$ cat src/rtl/imm_gen_pipe.sv
// rtl/imm_gen_pipe.sv - registered RV32I/RV64I immediate generator with valid/ready output stage
//
// Optional feature macro: IMM_GEN_SKID_EN (adds a one-entry skid buffer; in_ready becomes registered)
//
// Ports:
//   clk, rst_n            clock, asynchronous active-low reset
//   in_valid/in_ready     input handshake; in_instr, in_sel, in_tag carry the beat
//   flush                 synchronous kill of every held beat and of same-cycle input
//   out_valid/out_ready   output handshake; out_imm, out_tag, out_err carry the beat
//   err_cnt               saturating count of accepted beats with reserved select 111
module imm_gen_pipe #(
    parameter int XLEN  = 32,
    parameter int TAG_W = 8,
    parameter int CNT_W = 16
) (
    input  logic             clk,
    input  logic             rst_n,
    input  logic             in_valid,
    output logic             in_ready,
    input  logic [31:0]      in_instr,
    input  logic [2:0]       in_sel,
    input  logic [TAG_W-1:0] in_tag,
    input  logic             flush,
    output logic             out_valid,
    input  logic             out_ready,
    output logic [XLEN-1:0]  out_imm,
    output logic [TAG_W-1:0] out_tag,
    output logic             out_err,
    output logic [CNT_W-1:0] err_cnt
);

    logic [XLEN-1:0] new_imm;
    logic            new_err;
    logic            accept;
    logic            retire;

    // Opcode bits never feed any immediate.
    logic unused_opcode;
    assign unused_opcode = ^in_instr[6:0];

    // Size casts of signed operands give the sign extension to XLEN.
    always_comb begin
        new_imm = '0;
        case (in_sel)
            3'b000:  new_imm = XLEN'($signed({in_instr[31:25], in_instr[11:7]}));
            3'b001:  new_imm = XLEN'($signed(in_instr[31:20]));
            3'b010:  new_imm = XLEN'($signed({in_instr[31], in_instr[7], in_instr[30:25],
                                              in_instr[11:8], 1'b0}));
            3'b011:  new_imm = XLEN'($signed({in_instr[31:12], 12'b0}));
            3'b100:  new_imm = XLEN'($signed({in_instr[31], in_instr[19:12], in_instr[20],
                                              in_instr[30:21], 1'b0}));
            3'b101:  new_imm = (XLEN == 64) ? XLEN'(in_instr[25:20]) : XLEN'(in_instr[24:20]);
            3'b110:  new_imm = XLEN'(in_instr[19:15]);
            default: new_imm = '0;
        endcase
    end

    assign new_err = (in_sel == 3'b111);
    assign retire  = out_valid && out_ready;

`ifdef IMM_GEN_SKID_EN
    logic             skid_full;
    logic [XLEN-1:0]  skid_imm;
    logic [TAG_W-1:0] skid_tag;
    logic             skid_err;

    assign in_ready = !skid_full;
    assign accept   = in_valid && in_ready && !flush;

    // The skid entry is always older than any new beat, so it has first claim
    // on a free output register; accept cannot coincide with a full skid.
    always_ff @(posedge clk or negedge rst_n) begin
        if (!rst_n) begin
            out_valid <= 1'b0;
            out_imm   <= '0;
            out_tag   <= '0;
            out_err   <= 1'b0;
            skid_full <= 1'b0;
            skid_imm  <= '0;
            skid_tag  <= '0;
            skid_err  <= 1'b0;
        end else if (flush) begin
            out_valid <= 1'b0;
            skid_full <= 1'b0;
        end else if (!out_valid || retire) begin
            if (skid_full) begin
                out_valid <= 1'b1;
                out_imm   <= skid_imm;
                out_tag   <= skid_tag;
                out_err   <= skid_err;
                skid_full <= 1'b0;
            end else if (accept) begin
                out_valid <= 1'b1;
                out_imm   <= new_imm;
                out_tag   <= in_tag;
                out_err   <= new_err;
            end else begin
                out_valid <= 1'b0;
            end
        end else if (accept) begin
            skid_full <= 1'b1;
            skid_imm  <= new_imm;
            skid_tag  <= in_tag;
            skid_err  <= new_err;
        end
    end
`else
    assign in_ready = !out_valid || out_ready;
    assign accept   = in_valid && in_ready && !flush;

    always_ff @(posedge clk or negedge rst_n) begin
        if (!rst_n) begin
            out_valid <= 1'b0;
            out_imm   <= '0;
            out_tag   <= '0;
            out_err   <= 1'b0;
        end else if (flush) begin
            out_valid <= 1'b0;
        end else if (accept) begin
            out_valid <= 1'b1;
            out_imm   <= new_imm;
            out_tag   <= in_tag;
            out_err   <= new_err;
        end else if (retire) begin
            out_valid <= 1'b0;
        end
    end
`endif

    // accept already excludes flushed beats, so they never reach the counter.
    always_ff @(posedge clk or negedge rst_n) begin
        if (!rst_n) begin
            err_cnt <= '0;
        end else if (accept && new_err && (err_cnt != {CNT_W{1'b1}})) begin
            err_cnt <= err_cnt + CNT_W'(1);
        end
    end

endmodule

$ cat config.mk
export PLATFORM = sky130hd
export DESIGN_NAME = imm_gen_pipe
export DESIGN_NICKNAME = d
export VERILOG_FILES = /design/src/rtl/imm_gen_pipe.sv
export SDC_FILE = /design/constraint.sdc
export NUM_CORES = 1
export LEC_CHECK = 0
export CAP_MARGIN = 30
export CORE_UTILIZATION = 39
export CTS_CLUSTER_DIAMETER = 80
export DETAILED_ROUTE_END_ITERATION = 8
export GPL_TIMING_DRIVEN = 0
export PLACE_DENSITY = 0.76
export SLEW_MARGIN = 20
export SYNTH_ARGS = -nofsm -noshare
export SYNTH_HDL_FRONTEND = slang
export SYNTH_SLANG_ARGS = --single-unit
$ cat constraint.sdc
create_clock -name clk -period 1.58 [get_ports clk]
set_input_delay 0.316 -clock clk [delete_from_list [all_inputs] [get_ports clk]]
set_output_delay 0.316 -clock clk [all_outputs]
set_load 0.05 [all_outputs]
# ---- Yosys cells after proc, flatten, opt, wreduce, memory -nomap -nowiden
# Index checks and enable logic that the tools add are counted.
dict set report word_totals {
  latch_bits 0
  input_bits 48
  mem_bits_ro 0
  wordCells 30
  reg_bits 58
  out_inout_bits 59
  ramBits 0
  mem_count 0
}
dict set report op_classes {
  n_addsub 1
  n_lt_le_gt_ge 0
  bitwise_logic 1
  muxes 4
  eq_ne 8
  reduce_logical 11
  div 0
  shift 0
  n_mul 0
}
# operator count
set ops {}
lappend ops {{32-bit one-hot mux with 7 select lines} 1}
lappend ops {{16-bit by 1-bit adder with 16-bit output, second input constant} 1}
lappend ops {{16-bit inequality test, second input constant} 1}
lappend ops {{3-bit equality test, second input constant} 4}
lappend ops {{3-bit by 2-bit equality test with 1-bit output, second input constant} 2}
lappend ops {{1-bit logical AND} 5}
lappend ops {{3-bit by 1-bit equality test with 1-bit output, second input constant} 1}
lappend ops {{3-bit logical NOT} 1}
lappend ops {{1-bit 2-to-1 mux} 3}
lappend ops {{3-bit nonzero test} 1}
lappend ops {{1-bit logical NOT} 2}
lappend ops {{2-bit AND reduction} 1}
lappend ops {{1-bit logical OR} 1}
lappend ops {{1-bit NOT} 1}

# ---- Logic depth before layout (Yosys ltp)
dict set report logic_depth {
  depth_word 6
  depth_mapped 7
  depth_no_buf 5
}

# ---- Worst setup path before layout
# OpenSTA, ideal clock, no wires.
dict set report synth_timing {
  kind {register -> register}
  startpoint {reg out_valid}
  endpoint {reg err_cnt[1]}
  setup_ns 0.125
  n_path_buf 1
  path_stages_with_launch 6
  arrival_time_ns 2.201
  synth_period_minus_slack_ns 2.326
  slack_ns -0.746
  t_required_ns 1.455
  cell_sequence {dfrtp_1 > nand2b_1 > or4b_1 > buf_6 > nor2_1 > mux2_2}
}
dict set report synth_via {
  elab_chain_cells 6
}
# element line_no
set synth_rtl {}
lappend synth_rtl {{start, declared} 24} ;# output logic out_valid,
lappend synth_rtl {{start signal, assigned} 113} ;# out_valid <= 1'b0;
lappend synth_rtl {{start signal, assigned} 118} ;# out_valid <= 1'b0;
lappend synth_rtl {{start signal, assigned} 120} ;# out_valid <= 1'b1;
lappend synth_rtl {{1-bit logical NOT} 108} ;# assign in_ready = !out_valid || out_ready;
lappend synth_rtl {{1-bit logical OR} 108}
lappend synth_rtl {{via in_ready} 19} ;# output logic in_ready,
lappend synth_rtl {{1-bit logical AND (2 in a row)} 109} ;# assign accept = in_valid && in_ready && !flush;
lappend synth_rtl {{1-bit logical AND (2 in a row)} 134} ;# end else if (accept && new_err && (err_cnt != {CNT_W{1'b1}})) begin
lappend synth_rtl {{end signal, assigned} 135} ;# err_cnt <= err_cnt + CNT_W'(1);
lappend synth_rtl {{end, declared} 29} ;# output logic [CNT_W-1:0] err_cnt
# The timed path passes the listed nets, and every way through them passes these cells.
# A chain may end at the register's enable or synchronous reset.

# ---- Final worst setup path
dict set report layout_timing {
  startpoint {reg out_valid}
  endpoint {reg err_cnt[6]}
}
dict set report layout_via {
  elab_chain_cells 6
}
# element line_no
set layout_rtl {}
lappend layout_rtl {{1-bit logical NOT} 108}
lappend layout_rtl {{1-bit logical OR} 108}
lappend layout_rtl {{1-bit logical AND (2 in a row)} 109}
lappend layout_rtl {{1-bit logical AND (2 in a row)} 134}
# No other way between the ends.

==> flow_metrics.py <==
metrics = {
    "clock_network": {
        "numCtsBuffers": 9,
        "clk_pin_slew_ns": 0.07,
        "cts_tree": "done",
        "clkSinkCount": 58,
        "clockRootBuffer": "clkbuf_8",
        "htree_levels": 3,
        "ctsLongestPathBuffers": 2,
        "insertion_delay_ns": 0.33,
    },
    "logic_synthesis": {
        "synthArstFlopShare_pct": 100,
        "synth_area_leaders": "dfrtp_1, a21oi_1, o21ai_0",
        "ys_types": 32,
        "netlist_area_mm2": 0.00271,
        "ys.flop_type": "dfrtp_1",
        "syn_nets": 307,
        "synth-edff-count": 0,
        "yosysWarnings": 0,
        "yosysMostFrequentCell": "dfrtp_1",
        "postSynthCellCount": 258,
        "synth_seq_cells": 58,
        "synth_common_cells": "dfrtp_1, nand2_1, a21oi_1, o21ai_0, xor2_1",
        "syn_avg_cell_area_um2": 10.5,
        "synth_seq_area_share_pct": 53.6,
        "synth_top_cell_by_area": "dfrtp_1",
        "synth_top_area_share_pct": 53.6,
    },
    "die": {
        "die_w_um": 85.3,
        "ios": 107,
        "initial_core_util_pct": 40.1,
        "fp.dieH_um": 85.3,
        "die-area_mm2": 0.00728,
        "rows": 30,
        "core_mm2": 0.00676,
    },
    "finish": {
        "drive_gt1_share_pct": 29.5,
        "n_antenna_cell": 0,
        "nNetsFinal": 440,
        "fin_util_pct": 64.7,
        "syn_to_final_growth_pct": 61.4,
        "fin_cells": 476,
    },
    "sta": {
        "finalMaxSlewViolations": 0,
        "finalSetupTns_ns": -1.66,
        "slew_headroom_pct": 59.0,
        "fmax_ghz": 0.569,
        "fin_crit_sh_pct": 111,
        "period_needed_ns": 1.76,
        "finClkSkew_ns": 0.00503,
        "finalHoldViolations": 0,
        "rsz0062_at_grt": "yes",
        "finalWorstSetupSlack_ns": -0.178,
        "worstMarginPinSlew_ns": 0.615,
        "setup_viol": 17,
    },
    "power_and_ir_drop": {
        "leakage_uw": 0.00200,
        "max-vdd-ir-drop_mv": 0.556,
        "p_per_area_mw_per_mm2": 1090,
    },
    "outcome": {
        "outcome": "finished with violations",
        "failed_checks": "negative setup slack",
    },
    "route": {
        "drcViolationCount": 0,
        "wirelength_mm": 7.82,
        "wire_per_inst_um": 16.4,
        "vias_per_cell": 5.26,
        "dr_total_vias": 2502,
        "ant_nets": 0,
        "first_pass_iters": 6,
        "dr.first_iter.drc_count": 116,
    },
    "grt": {
        "antenna_found_initial": 0,
        "grt_max_degree": 39,
        "grt_pass1_wl_mm": 12.7,
        "grt_overflow": 0,
        "grt_pass1_vias": 2513,
        "grt_usage_pct": 22.5,
    },
    "worst_setup_path": {
        "reg2reg_to": "err_cnt[6]",
        "worst-path-max-fanout": 5,
        "max_stage_delay_ns": 0.55,
        "worst_setup_path_end_kind": "flop",
        "worstPathRequired_ns": 1.83,
        "ff2ff_setup_slack_ns": -0.18,
        "crit_type": "flop to flop",
        "slowest_stage": "or4b_4",
        "path_cells": "nand2b_4 > or4b_4 > buf_12 > nor4b_4 > xor2_1",
        "reg2regPathDepth": 5,
        "critPathLaunchType": "flop",
        "arrival_ns": 2.00,
        "worstSetupStartpoint": "out_valid",
        "r2r-start": "out_valid",
        "endpoint": "err_cnt[6]",
    },
    "min_path": {
        "hold_path.class": "input port to flop",
        "hp-start": "in_valid",
    },
    "placement": {
        "place_inst": 436,
        "hpwl_mm": 5.19,
        "place.gp.congestion": 0.861,
        "port_buffers": 97,
    },
    "run": {
        "maxCapViolCount": 0,
    },
}
[logic make-up (layout without fill, tap and decap cells)]
group	count (synthesis)	count (layout)	synth area share (%)
AO/OA/AOI/OAI	66	66	13.2
XOR/XNOR	15	15	4.85
adder cells (fa/ha/maj)	2	2	0.831
buffers and inverters	19	157	3.51
flip-flops	58	58	53.6
multiplexers	9	9	3.74
AND/OR/NAND/NOR	89	89	20.3
[sequential cells by signal, indices dropped and copies added, names as in the netlist]
signal and flops:
err_cnt 16, out_tag 8, out_valid 1, out_imm 32
out_err 1
[metrics by stage]
step                cell area, um2  total power, uW  setup slack [ns]  hold WS (ns)
CTS                           4300             4760            -0.196         0.376
global placement              3830             3390             -1.88         0.462
finish                        4370             4780            -0.178         0.400
global route                  4370             4990            -0.241         0.403
detailed placement            3850             3440            -0.702         0.222
floorplan                     2760             2790            -0.348        0.0204
[power breakdown]
group          internal (uW)  total (uW)  switching [uW]
Sequential              1680        1820             141
Clock                    806        1400             595
Combinational            528        1560            1030
Total                   3020        4780            1760
[worst min-delay path by stage]
| stage | to | slack, ns | cells past startpoint |
|---|---|---|---|
| 3_3_place_gp | out_imm[0] | 0.46 | 2 |
| 3_5_place_dp | out_imm[6] | 0.22 | 1 |
| 4_1_cts | out_valid | 0.38 | 3 |
| 5_1_grt | out_valid | 0.40 | 3 |
| 2_1_floorplan | err_cnt[0] | 0.02 | 0 |
| 6_report | out_valid | 0.40 | 3 |
[metal layers]
layer / up-vias / track usage [%] / wire length (um)
met5: - / 0 / 0
met4: 0 / 5.00 / 53
met3: 6 / 7.88 / 490
met2: 83 / 38.6 / 4050
met1: 1241 / 27.5 / 3230
li1: 1172 / - / -
[critical path, delay by kind of cell, from the launching register on]
kind,cells,cell delay (ns)
AND/OR/NAND/NOR,3,0.86
flip-flops,1,0.43
buffers and inverters,1,0.19
XOR/XNOR,1,0.19
[what timing repair did]
action,in CTS,in global routing
setup buffers,14,9
resized for setup,117,51
hold buffers,1,0
endpoints found under the hold margin,20,0
cloned,2,0
setup endpoints to repair,86,65
pin swaps,27,16
[layout make-up]
type,count,area [um2]
Buffer,16,118
Clock buffer,11,151
Clock inverter,5,52.6
Fill cell,554,2380
Inverter,2,7.51
Multi-Input combinational cell,181,1320
Sequential cell,58,1470
Tap cell,80,100
Timing Repair Buffer,123,1160
[cell usage in the layout (no fill, tap or decap), drive strengths merged]
master / count
nand2: 34
dfrtp: 58
xor2: 15
nor3: 5
o21ai: 27
clkbuf: 27
and3b: 1
a21o: 1
mux2: 9
dlygate4sd2: 24
nand4: 5
nor3b: 2
nor2b: 2
or3b: 1
nand3: 10
dlygate4sd3: 1
inv: 2
bufinv: 1
clkdlybuf4s50: 34
buf: 34
maj3: 1
nand3b: 3
nor4: 6
nor4b: 2
or4: 1
clkdlybuf4s15: 30
clkinvlp: 1
a22o: 6
a31oi: 1
or2: 2
clkinv: 3
a21oi: 31
ha: 1
nor2: 8
or4b: 1
nand2b: 6
Power figures use the tool's default switching activity.
